[config.mk]
export PLATFORM = sky130hd
export DESIGN_NAME = interrupt_sequencer_flat
export DESIGN_NICKNAME = d
export VERILOG_FILES = /design/src/rtl/int_seq_pkg.sv /design/src/rtl/interrupt_sequencer_if.sv /design/src/rtl/irq_edge_latch.sv /design/src/rtl/interrupt_sequencer.sv /design/src/flat_wrapper.sv
export SDC_FILE = /design/constraint.sdc
export NUM_CORES = 1
export LEC_CHECK = 0
export ABC_AREA = 0
export CORE_MARGIN = 2
export CORE_UTILIZATION = 48
export CTS_CLUSTER_DIAMETER = 200
export DETAILED_ROUTE_END_ITERATION = 16
export PLACE_DENSITY = 0.95
export SLEW_MARGIN = 20
export SYNTH_ARGS = -nofsm -noshare
export SYNTH_HDL_FRONTEND = slang
export SYNTH_SLANG_ARGS = --single-unit
[constraint.sdc]
create_clock -name clk -period 5.3 [get_ports clk]
set_clock_uncertainty 0.05 [all_clocks]
set_input_delay 1.325 -clock clk [delete_from_list [all_inputs] [get_ports clk]]
set_output_delay 1.325 -clock clk [all_outputs]
set_load 0.03 [all_outputs]
[src/rtl/int_seq_pkg.sv]
// ============================================================================
// Module      : int_seq_pkg
// Description : Shared state encoding and default parameters for the
//               interrupt sequencer.
// Revision    : 1.0 - initial release
// ============================================================================
`default_nettype none

package int_seq_pkg;

    localparam int unsigned DRAIN_CYCLES_DEF = 3;
    localparam logic [31:0] VEC_ADDR_DEF     = 32'h0000_0002;

    typedef enum logic [3:0] {
        IDLE       = 4'd0,
        DRAIN      = 4'd1,
        PUSH_HI    = 4'd2,
        PUSH_LO    = 4'd3,
        PUSH_FLAGS = 4'd4,
        VEC_HI     = 4'd5,
        VEC_LO     = 4'd6,
        JUMP       = 4'd7,
        POP_FLAGS  = 4'd8,
        POP_LO     = 4'd9,
        POP_HI     = 4'd10,
        RESUME     = 4'd11
    } state_t;

endpackage

`default_nettype wire

[src/rtl/interrupt_sequencer_if.sv]
// ============================================================================
// Module      : interrupt_sequencer_if
// Description : Core-side bundle between the pipeline/memory and the
//               interrupt sequencer.
// Revision    : 1.0 - initial release
// ============================================================================
`default_nettype none

interface interrupt_sequencer_if;

    logic        interrupt_signal;
    logic        rti;
    logic        pipe_busy;
    logic [31:0] pc;
    logic [2:0]  flags;
    logic [15:0] mem_rdata;

    logic        stall_fetch;
    logic        flush_decode;
    logic        mem_push;
    logic        mem_pop;
    logic [15:0] mem_wdata;
    logic        mem_read_vec;
    logic [31:0] mem_addr;
    logic        pc_load;
    logic [31:0] pc_load_value;
    logic        flags_restore;
    logic [2:0]  flags_value;
    logic        int_active;

    modport slave (
        input  interrupt_signal, rti, pipe_busy, pc, flags, mem_rdata,
        output stall_fetch, flush_decode, mem_push, mem_pop, mem_wdata,
               mem_read_vec, mem_addr, pc_load, pc_load_value,
               flags_restore, flags_value, int_active
    );

    modport master (
        output interrupt_signal, rti, pipe_busy, pc, flags, mem_rdata,
        input  stall_fetch, flush_decode, mem_push, mem_pop, mem_wdata,
               mem_read_vec, mem_addr, pc_load, pc_load_value,
               flags_restore, flags_value, int_active
    );

endinterface

`default_nettype wire

[src/rtl/irq_edge_latch.sv]
// ============================================================================
// Module      : irq_edge_latch
// Description : Rising-edge detector with a sticky pending flag.
// Revision    : 1.0 - initial release
// ============================================================================
`default_nettype none

module irq_edge_latch (
    input  wire logic clk,
    input  wire logic reset,
    input  wire logic level,
    input  wire logic clear,
    output logic      pending
);

    logic r_level_d;
    logic r_pending;
    logic w_rise;

    assign w_rise = level & ~r_level_d;

    // A clear consumes both the stored request and any edge in the same cycle
    always_ff @(posedge clk) begin
        if (reset) begin
            r_level_d <= 1'b0;
            r_pending <= 1'b0;
        end else begin
            r_level_d <= level;
            r_pending <= clear ? 1'b0 : (r_pending | w_rise);
        end
    end

    assign pending = r_pending | w_rise;

endmodule

`default_nettype wire

[src/rtl/interrupt_sequencer.sv]
// ============================================================================
// Module      : interrupt_sequencer
// Description : Interrupt entry (drain, push PC/flags, fetch vector, jump)
//               and RTI exit (pop flags/PC, resume) sequencer.
// Revision    : 1.0 - initial release
// ============================================================================
`default_nettype none

module interrupt_sequencer
    import int_seq_pkg::*;
#(
    parameter int unsigned DRAIN_CYCLES = DRAIN_CYCLES_DEF,
    parameter logic [31:0] VEC_ADDR     = VEC_ADDR_DEF
) (
    input  wire logic             clk,
    input  wire logic             reset,
    interrupt_sequencer_if.slave  bus
);

    localparam int unsigned   CW           = (DRAIN_CYCLES > 1) ? $clog2(DRAIN_CYCLES) : 1;
    localparam logic [CW-1:0] c_drain_last = CW'(DRAIN_CYCLES - 1);

    state_t        r_state;
    state_t        w_state_next;
    logic          w_take_irq;
    logic          w_pending;
    logic [CW-1:0] r_drain_cnt;
    logic [31:0]   r_pc_saved;
    logic [2:0]    r_flags_saved;
    logic [15:0]   r_vec_hi;
    logic [15:0]   r_pc_lo;
    logic          r_int_active;

    irq_edge_latch u_edge (
        .clk     (clk),
        .reset   (reset),
        .level   (bus.interrupt_signal),
        .clear   (w_take_irq),
        .pending (w_pending)
    );

    always_ff @(posedge clk) begin
        if (reset) r_state <= IDLE;
        else       r_state <= w_state_next;
    end

    // rti has priority in IDLE; an interrupt seen at the same time stays pending
    always_comb begin
        w_state_next = r_state;
        w_take_irq   = 1'b0;
        case (r_state)
            IDLE: begin
                if (bus.rti) begin
                    w_state_next = POP_FLAGS;
                end else if (w_pending && !r_int_active) begin
                    w_state_next = DRAIN;
                    w_take_irq   = 1'b1;
                end
            end
            DRAIN:      if (!bus.pipe_busy && r_drain_cnt == c_drain_last) w_state_next = PUSH_HI;
            PUSH_HI:    w_state_next = PUSH_LO;
            PUSH_LO:    w_state_next = PUSH_FLAGS;
            PUSH_FLAGS: w_state_next = VEC_HI;
            VEC_HI:     w_state_next = VEC_LO;
            VEC_LO:     w_state_next = JUMP;
            JUMP:       w_state_next = IDLE;
            POP_FLAGS:  w_state_next = POP_LO;
            POP_LO:     w_state_next = POP_HI;
            POP_HI:     w_state_next = RESUME;
            RESUME:     w_state_next = IDLE;
            default:    w_state_next = IDLE;
        endcase
    end

    always_ff @(posedge clk) begin
        if (reset) begin
            r_drain_cnt   <= '0;
            r_pc_saved    <= '0;
            r_flags_saved <= '0;
            r_vec_hi      <= '0;
            r_pc_lo       <= '0;
            r_int_active  <= 1'b0;
        end else begin
            if (w_take_irq) r_pc_saved <= bus.pc;
            if (r_state == DRAIN) begin
                if (!bus.pipe_busy) begin
                    if (r_drain_cnt == c_drain_last) begin
                        r_drain_cnt   <= '0;
                        r_flags_saved <= bus.flags;
                    end else begin
                        r_drain_cnt <= r_drain_cnt + CW'(1);
                    end
                end
            end else begin
                r_drain_cnt <= '0;
            end
            if (r_state == VEC_LO) r_vec_hi <= bus.mem_rdata;
            if (r_state == POP_HI) r_pc_lo  <= bus.mem_rdata;
            if (r_state == JUMP)        r_int_active <= 1'b1;
            else if (r_state == RESUME) r_int_active <= 1'b0;
        end
    end

    // Memory read data arrives one cycle after the request, so JUMP/POP_LO/RESUME forward it directly
    always_comb begin
        bus.stall_fetch   = (r_state != IDLE);
        bus.flush_decode  = 1'b0;
        bus.mem_push      = 1'b0;
        bus.mem_pop       = 1'b0;
        bus.mem_wdata     = '0;
        bus.mem_read_vec  = 1'b0;
        bus.mem_addr      = '0;
        bus.pc_load       = 1'b0;
        bus.pc_load_value = '0;
        bus.flags_restore = 1'b0;
        bus.flags_value   = '0;
        case (r_state)
            PUSH_HI: begin
                bus.mem_push  = 1'b1;
                bus.mem_wdata = r_pc_saved[31:16];
            end
            PUSH_LO: begin
                bus.mem_push  = 1'b1;
                bus.mem_wdata = r_pc_saved[15:0];
            end
            PUSH_FLAGS: begin
                bus.mem_push  = 1'b1;
                bus.mem_wdata = {13'b0, r_flags_saved};
            end
            VEC_HI: begin
                bus.mem_read_vec = 1'b1;
                bus.mem_addr     = VEC_ADDR;
            end
            VEC_LO: begin
                bus.mem_read_vec = 1'b1;
                bus.mem_addr     = VEC_ADDR + 32'd1;
            end
            JUMP: begin
                bus.pc_load       = 1'b1;
                bus.pc_load_value = {r_vec_hi, bus.mem_rdata};
                bus.flush_decode  = 1'b1;
            end
            POP_FLAGS: bus.mem_pop = 1'b1;
            POP_LO: begin
                bus.mem_pop       = 1'b1;
                bus.flags_restore = 1'b1;
                bus.flags_value   = bus.mem_rdata[2:0];
            end
            POP_HI: bus.mem_pop = 1'b1;
            RESUME: begin
                bus.pc_load       = 1'b1;
                bus.pc_load_value = {bus.mem_rdata, r_pc_lo};
                bus.flush_decode  = 1'b1;
            end
            default: ;
        endcase
    end

    assign bus.int_active = r_int_active;

endmodule

`default_nettype wire
[src/flat_wrapper.sv]
// flat-port wrapper written by rule: the top's interface ports become plain ports
module interrupt_sequencer_flat import int_seq_pkg::*;
#(
    parameter int unsigned DRAIN_CYCLES = DRAIN_CYCLES_DEF,
    parameter logic [31:0] VEC_ADDR     = VEC_ADDR_DEF
)
  (clk, reset, bus_interrupt_signal, bus_rti, bus_pipe_busy, bus_pc, bus_flags, bus_mem_rdata, bus_stall_fetch, bus_flush_decode, bus_mem_push, bus_mem_pop, bus_mem_wdata, bus_mem_read_vec, bus_mem_addr, bus_pc_load, bus_pc_load_value, bus_flags_restore, bus_flags_value, bus_int_active);
  interrupt_sequencer_if bus_i ();
  input  wire logic clk;
  input  wire logic reset;
  input wire logic [$bits(bus_i.interrupt_signal)-1:0] bus_interrupt_signal;
  input wire logic [$bits(bus_i.rti)-1:0] bus_rti;
  input wire logic [$bits(bus_i.pipe_busy)-1:0] bus_pipe_busy;
  input wire logic [$bits(bus_i.pc)-1:0] bus_pc;
  input wire logic [$bits(bus_i.flags)-1:0] bus_flags;
  input wire logic [$bits(bus_i.mem_rdata)-1:0] bus_mem_rdata;
  output wire logic [$bits(bus_i.stall_fetch)-1:0] bus_stall_fetch;
  output wire logic [$bits(bus_i.flush_decode)-1:0] bus_flush_decode;
  output wire logic [$bits(bus_i.mem_push)-1:0] bus_mem_push;
  output wire logic [$bits(bus_i.mem_pop)-1:0] bus_mem_pop;
  output wire logic [$bits(bus_i.mem_wdata)-1:0] bus_mem_wdata;
  output wire logic [$bits(bus_i.mem_read_vec)-1:0] bus_mem_read_vec;
  output wire logic [$bits(bus_i.mem_addr)-1:0] bus_mem_addr;
  output wire logic [$bits(bus_i.pc_load)-1:0] bus_pc_load;
  output wire logic [$bits(bus_i.pc_load_value)-1:0] bus_pc_load_value;
  output wire logic [$bits(bus_i.flags_restore)-1:0] bus_flags_restore;
  output wire logic [$bits(bus_i.flags_value)-1:0] bus_flags_value;
  output wire logic [$bits(bus_i.int_active)-1:0] bus_int_active;
  assign bus_i.interrupt_signal = bus_interrupt_signal;
  assign bus_i.rti = bus_rti;
  assign bus_i.pipe_busy = bus_pipe_busy;
  assign bus_i.pc = bus_pc;
  assign bus_i.flags = bus_flags;
  assign bus_i.mem_rdata = bus_mem_rdata;
  assign bus_stall_fetch = bus_i.stall_fetch;
  assign bus_flush_decode = bus_i.flush_decode;
  assign bus_mem_push = bus_i.mem_push;
  assign bus_mem_pop = bus_i.mem_pop;
  assign bus_mem_wdata = bus_i.mem_wdata;
  assign bus_mem_read_vec = bus_i.mem_read_vec;
  assign bus_mem_addr = bus_i.mem_addr;
  assign bus_pc_load = bus_i.pc_load;
  assign bus_pc_load_value = bus_i.pc_load_value;
  assign bus_flags_restore = bus_i.flags_restore;
  assign bus_flags_value = bus_i.flags_value;
  assign bus_int_active = bus_i.int_active;
  interrupt_sequencer #(.DRAIN_CYCLES(DRAIN_CYCLES), .VEC_ADDR(VEC_ADDR)) u_core (.clk(clk), .reset(reset), .bus(bus_i));
endmodule
==> impl_metrics.ini, run 1 <==
[status]
outcome = complete, no violations

[routing]
drc_errors = 0
drt.antenna.violating_nets = 0
drt-initial-drc-count = 169
vias = 3537
vias_per_cell = 5.37
routed_wl_mm = 9.37
first_pass_iters = 5
routedWlPerCell_um = 14.2

[global_routing]
overflow = 0
grt_use_total_pct = 22.2
grt_max_degree = 44
antenna_found_initial = 0
grt_pass1_vias = 3351
grt_pass1_wl_mm = 15.5

[logic_synthesis]
ys_types = 43
synth_fa_ha_area_share_pct = 0
synth-compound-area-share_pct = 19.2
synth_top_cell_area_share_pct = 39.9
synthCells = 461
synth_top_area_cell = dfxtp_1
synthTopCellsByArea = dfxtp_1 40%, nand2_1 13%, a22o_1 10%
ys_async_sr_fraction_pct = 0
postSynthAreaPerCell_um2 = 8.27
synth_top_family_by_area = simple AND/OR/NAND/NOR gates
synth_area_um2 = 3810
yosys.area_share.simple_pct = 20.0
yosys_warnings = 0
ys_seq_area_share_pct = 39.9
ys_ff_latch = 76
synthMuxAreaShare_pct = 8.40
synth_ff_type = dfxtp_1
synth-edff-count = 0
synth-xor-area-share_pct = 0.459

[floorplan]
num_rows = 32
die_y_um = 93.1
dieArea_um2 = 8670
start_util_pct = 49.4
ioPinCount = 147
die_w_um = 93.1
core_um2 = 7730

[sta]
fmax_mhz = 222
tns_ns = 0
worstMarginPinSlew_ns = 0.964
setup_viol = 0
final-hold-violation-count = 0
final.setup.worst_slack_ns = 0.795
min_period_ns = 4.51
finalCritPeriodShare_pct = 85.0
drv_slew = 0
relSlewSlack_pct = 35.7
holdWs_ns = 0.406
rsz0062_at_grt = no

[setup_path]
path_buf_inv = 2
critPathTopFamily = buffers and inverters
arrival_ns = 3.13
path_cells = and4b_1 > buf_4 > a22o_1 > clkdlybuf4s50_1
r2r-start = u_core.r_state[3]
regToRegSetupSlack_ns = 2.88
start_kind = flop
critPathMaxStageDelay_ns = 0.93
cp_max_fo = 27
critPathSlowestCell = and4b_1
r2r_cells = 4
crit_required_ns = 3.92
critPathKind = reg2out
cp-end-kind = primary output
rr_endpoint = u_core.r_pc_saved[9]

[power]
leakage_nw = 1.86
power_density_nw_per_um2 = 265
ir_worst_vdd_mv = 0.174
power_mw = 1.35

[clocking]
cts_setup_buffers = 0
cts_tree = done
cts_num_sinks = 76
numCtsBuffers = 9
cts.path.max_buffers = 2
clkLatencyLatePin_ns = 0.34
root_buffer = clkbuf_8
ctsHoldBuffers = 0
path_clk_slew_ns = 0.07
ctsResizeCount = 0
htreeDepth = 3

[cells_and_area]
area_growth_pct = 33.4
drive_above_1_share_pct = 5.57
finalNetCount = 608
antennaDiodeCount = 0
finish.utilization_pct = 65.8

[placed_design]
dp_hpwl_mm = 6.67
numPortBuffers = 116
pre_cts_slack_ns = 1.17
gp_congestion = 0.791

[run]
drv_cap = 0

[hold_path]
holdPathStages = 2
hold_path.class = reg2reg
holdPathEnd = u_core.r_pc_lo[3]
hp-start = u_core.r_pc_lo[3]
-- cell type report --
type                       count  area [um^2]
fill                         618         2640
sequential                    76         1520
timing repair buffer         124         1220
clock inverter                 4         70.1
tap                          102          128
inverter                       8         30.0
clock buffer                  12          165
multi-input combinational    333         1950
-- power by group --
part | leakage [nW] | total [mW] | internal (mW) | switching [mW]
Sequential | 0.616 | 0.628 | 0.597 | 0.0310
Clock | 0.122 | 0.500 | 0.302 | 0.198
Combinational | 1.12 | 0.221 | 0.0998 | 0.121
Total | 1.86 | 1.35 | 0.999 | 0.351
-- how the worst max path moves through the flow --
| stage | start | end | slack [ns] | cells past startpoint |
|---|---|---|---|---|
| final | u_core.r_state[0] | bus_pc_load_value[22] | 0.79 | 4 |
| after floorplan | u_core.r_state[0] | bus_mem_addr[1] | 1.97 | 5 |
| after CTS | u_core.r_state[1] | bus_pc_load_value[25] | 0.79 | 4 |
| after global routing | u_core.r_state[1] | bus_pc_load_value[22] | 0.58 | 4 |
| after global placement | bus_mem_rdata[3] | bus_pc_load_value[19] | 1.23 | 3 |
| after detailed placement | u_core.r_state[1] | bus_pc_load_value[25] | 1.17 | 4 |
-- metal layers --
layer  vias to the layer above  track usage [%]  share of wire, %
li1                       1706                -                 -
met1                      1659             26.6                41
met2                       164             38.9                50
met3                         8             5.00               7.7
met5                         -                0                 0
met4                         0             7.84               1.2
-- Yosys cell counts, types with 3 or more instances --
library cell  number
dfxtp_1           76
buf_4             32
o21ai_0            3
nand2_1          130
nor2_1             3
and2_1             3
a222oi_1           3
nor3b_1            3
inv_1              7
buf_6              4
nor3_1             8
a21oi_1           42
clkbuf_1          32
nand3_1            3
mux2i_1           32
a22o_1            45
buf_1              4
-- sequential cells by signal, summed over array words and instances (netlist names) --
signal,cells
u_core.r_vec_hi,16
u_core.u_edge.r_level_d,1
u_core.r_drain_cnt,2
u_core.r_pc_lo,16
u_core.bus.int_active,1
u_core.r_state,4
u_core.r_pc_saved,32
u_core.r_flags_saved,3
u_core.u_edge.r_pending,1
-- cell families after synthesis --
family	count (synthesis)
AND/OR/NAND/NOR	168
AO/OA/AOI/OAI	101
buffers and inverters	81
flip-flops	76
multiplexers	32
XOR/XNOR	2
other	1
-- tightest hold or removal path, delay by kind of cell, from the launching register on --
family             cells  cell delay [ns]
AOI/OAI and AO/OA      1             0.05
DFF                    1             0.31
and+or+nand+nor        1             0.05
-- stage by stage --
step / cell area, um^2 / std cells
2_1_floorplan: 3920 / 490
3_3_place_gp: 4850 / 643
3_5_place_dp: 4850 / 643
4_1_cts: 5090 / 659
5_1_grt: 5090 / 659
6_report: 5090 / 659
-- cells in the final DEF (no fill, tap or decap), drive strengths merged, types with 3 or more instances in the layout --
cell type and n:
mux2i 32, buf 8, nor4b 3, inv 7, dfxtp 76, clkinv 3
o21ai 3, nand3 3, and2 3, a22o 45, a222oi 3, a21oi 42
nor3 8, nor3b 3, nand2 130, nor2 3, conb 30, clkdlybuf4s50 116
clkbuf 12
(Power assumes the default switching activity.)
==> run 2: changes to the inputs <==
--- a/config.mk
+++ b/config.mk
@@ -11,7 +11,7 @@
 export CTS_CLUSTER_DIAMETER = 200
 export DETAILED_ROUTE_END_ITERATION = 16
 export PLACE_DENSITY = 0.95
-export SLEW_MARGIN = 20
 export SYNTH_ARGS = -nofsm -noshare
 export SYNTH_HDL_FRONTEND = slang
+export SYNTH_HIERARCHICAL = 1
 export SYNTH_SLANG_ARGS = --single-unit
==> run 2 against run 1 <==
Critical path depth unchanged. Via count decreased by 1.7%. Register-to-register slack improved by 0.13 ns. Cell area increased by 3.9%. Sequential cell count unchanged. Clock power increased by 15%. Global-route usage decreased by 0.65 points. Die area increased by 4.3%. Largest cell class unchanged. Synthesized area increased by 4.5%. Non-clock buffer count decreased by 1. First-iteration DRC count increased by 8.3%. Clock-buffer cell count increased by 1.
==> impl_metrics.ini, run 2 <==
[status]
outcome = complete, no violations

[floorplan]
die_w_um = 95.1
die_y_um = 95.1
dieArea_um2 = 9050
num_rows = 33
ioPinCount = 147
start_util_pct = 49.0
core_um2 = 8130

[clocking]
path_clk_slew_ns = 0.08
ctsResizeCount = 0
htreeDepth = 3
cts.path.max_buffers = 2
cts_setup_buffers = 0
cts_num_sinks = 76
numCtsBuffers = 9
root_buffer = clkbuf_8
clkLatencyLatePin_ns = 0.34
cts_tree = done
ctsHoldBuffers = 0

[sta]
final-hold-violation-count = 0
worstMarginPinSlew_ns = 0.925
rsz0062_at_grt = no
fmax_mhz = 231
setup_viol = 0
drv_slew = 0
relSlewSlack_pct = 38.1
holdWs_ns = 0.407
finalCritPeriodShare_pct = 81.5
tns_ns = 0
min_period_ns = 4.32

[logic_synthesis]
ys_ff_latch = 76
synth_top_area_cell = dfxtp_1
ys_seq_area_share_pct = 38.2
synth_ff_type = dfxtp_1
postSynthAreaPerCell_um2 = 8.76
synthCells = 455
synth-edff-count = 0
synth_commonest_cells = 76 x dfxtp_1, 73 x nand2_1, 68 x nand2b_1
synth_area_um2 = 3990
yosys_warnings = 6
ys_async_sr_fraction_pct = 0
synth_top_cell_area_share_pct = 38.2
ys_types = 37
synthTopCellsByArea = dfxtp_1 38%, nand2b_1 11%, a22o_1 9.9%
yosysMostFrequentCell = dfxtp_1

[placed_design]
dp_hpwl_mm = 6.62
numPortBuffers = 116
gp_congestion = 0.818
post-place-cells = 645

[routing]
drt-initial-drc-count = 183
drc_errors = 0
drt.antenna.violating_nets = 0
first_pass_iters = 4
routed_wl_mm = 9.62
vias_per_cell = 5.26
vias = 3477
routedWlPerCell_um = 14.6

[global_routing]
antenna_found_initial = 0
overflow = 0
grt_pass1_vias = 3312
grt_use_total_pct = 21.5
grt_pass1_wl_mm = 15.4
grt_max_degree = 57

[setup_path]
r2r-start = u_core/r_state[3]
r2r_cells = 4
cp-end-kind = primary output
critical_path.endpoint = bus_mem_wdata[1]
crit_required_ns = 3.92
regToRegSetupSlack_ns = 3.01
cp_max_fo = 16
crit_path_start = u_core/r_state[1]
arrival_ns = 2.95
start_kind = flop
rr_endpoint = u_core/r_pc_saved[28]
critPathKind = reg2out

[cells_and_area]
fin_cells = 661
top_register = u_core/r_pc_saved
reg_top3 = u_core/r_pc_saved x32, u_core/r_pc_lo x16, u_core/r_vec_hi x16
final_cell_mix = 115 x clkdlybuf4s50_1, 76 x dfxtp_1, 73 x nand2_1, 68 x nand2b_1, 45 x a22o_1
drive_above_1_share_pct = 6.83
layout_commonest_cell = clkdlybuf4s50_1
area_growth_pct = 32.6
finalNetCount = 607
largest_reg_flops = 32
antennaDiodeCount = 0

[run]
drv_cap = 0

[power]
ir_worst_vdd_mv = 0.180
power_density_nw_per_um2 = 332
leakage_nw = 1.88
power_mw = 1.76

[hold_path]
hold_path.class = reg2reg
[run 2: worst min-delay path by stage]
stage / startpoint / endpoint / cells past startpoint
floorplan: u_core/u_edge/r_pending / u_core/u_edge/r_pending / 1
global placement: u_core/u_edge/r_pending / u_core/u_edge/r_pending / 1
detailed placement: u_core/r_pc_lo[10] / u_core/r_pc_lo[10] / 2
CTS: u_core/r_pc_lo[10] / u_core/r_pc_lo[10] / 2
global route: u_core/r_vec_hi[12] / u_core/r_vec_hi[12] / 2
finish: u_core/r_pc_lo[6] / u_core/r_pc_lo[6] / 2
[run 2: metal layers]
layer	track usage (%)	up-vias	routed length (um)
met5	0	-	0
met4	12.0	0	340
met3	3.64	27	362
met2	37.0	110	4950
met1	25.4	1662	3970
li1	-	1678	-
[run 2: critical path: stages, from the launching register on]
cell and delay, ns:
dfxtp_1 0.69, nor4b_4 0.86, a22oi_1 0.20, nand2_1 0.12, clkdlybuf4s50_1 0.73
[run 2: cell type report]
class	instances	area [um^2]
sequential	76	1520
timing repair buffer	123	1210
inverter	2	7.51
clock buffer	13	179
tap	105	131
multi-input combinational	339	2150
clock inverter	3	90.1
fill	639	2850
[run 2: kinds of logic after synthesis]
family / after synthesis / share of synthesized area (%)
AOI/OAI and AO/OA: 98 / 17.4
DFF: 76 / 38.2
and+or+nand+nor: 177 / 24.6
xor gates and xnor gates: 2 / 0.440
muxes: 32 / 8.04
buffers and inverters: 69 / 11.3
other: 1 / 0.0941
[run 2: per-stage QoR]
stage,util [%],setup slack (ns),instance area [um^2]
after floorplan,-,1.93,4090
after global placement,61.7,1.21,5010
after detailed placement,61.7,1.19,5010
after CTS,65.0,0.937,5280
after global routing,65.0,0.780,5280
final,65.0,0.978,5280
[run 2: where the power goes]
group	leakage, nW	switching [mW]	internal (mW)
clock	0.136	0.210	0.365
sequential	0.616	0.0778	0.628
combinational	1.13	0.261	0.214
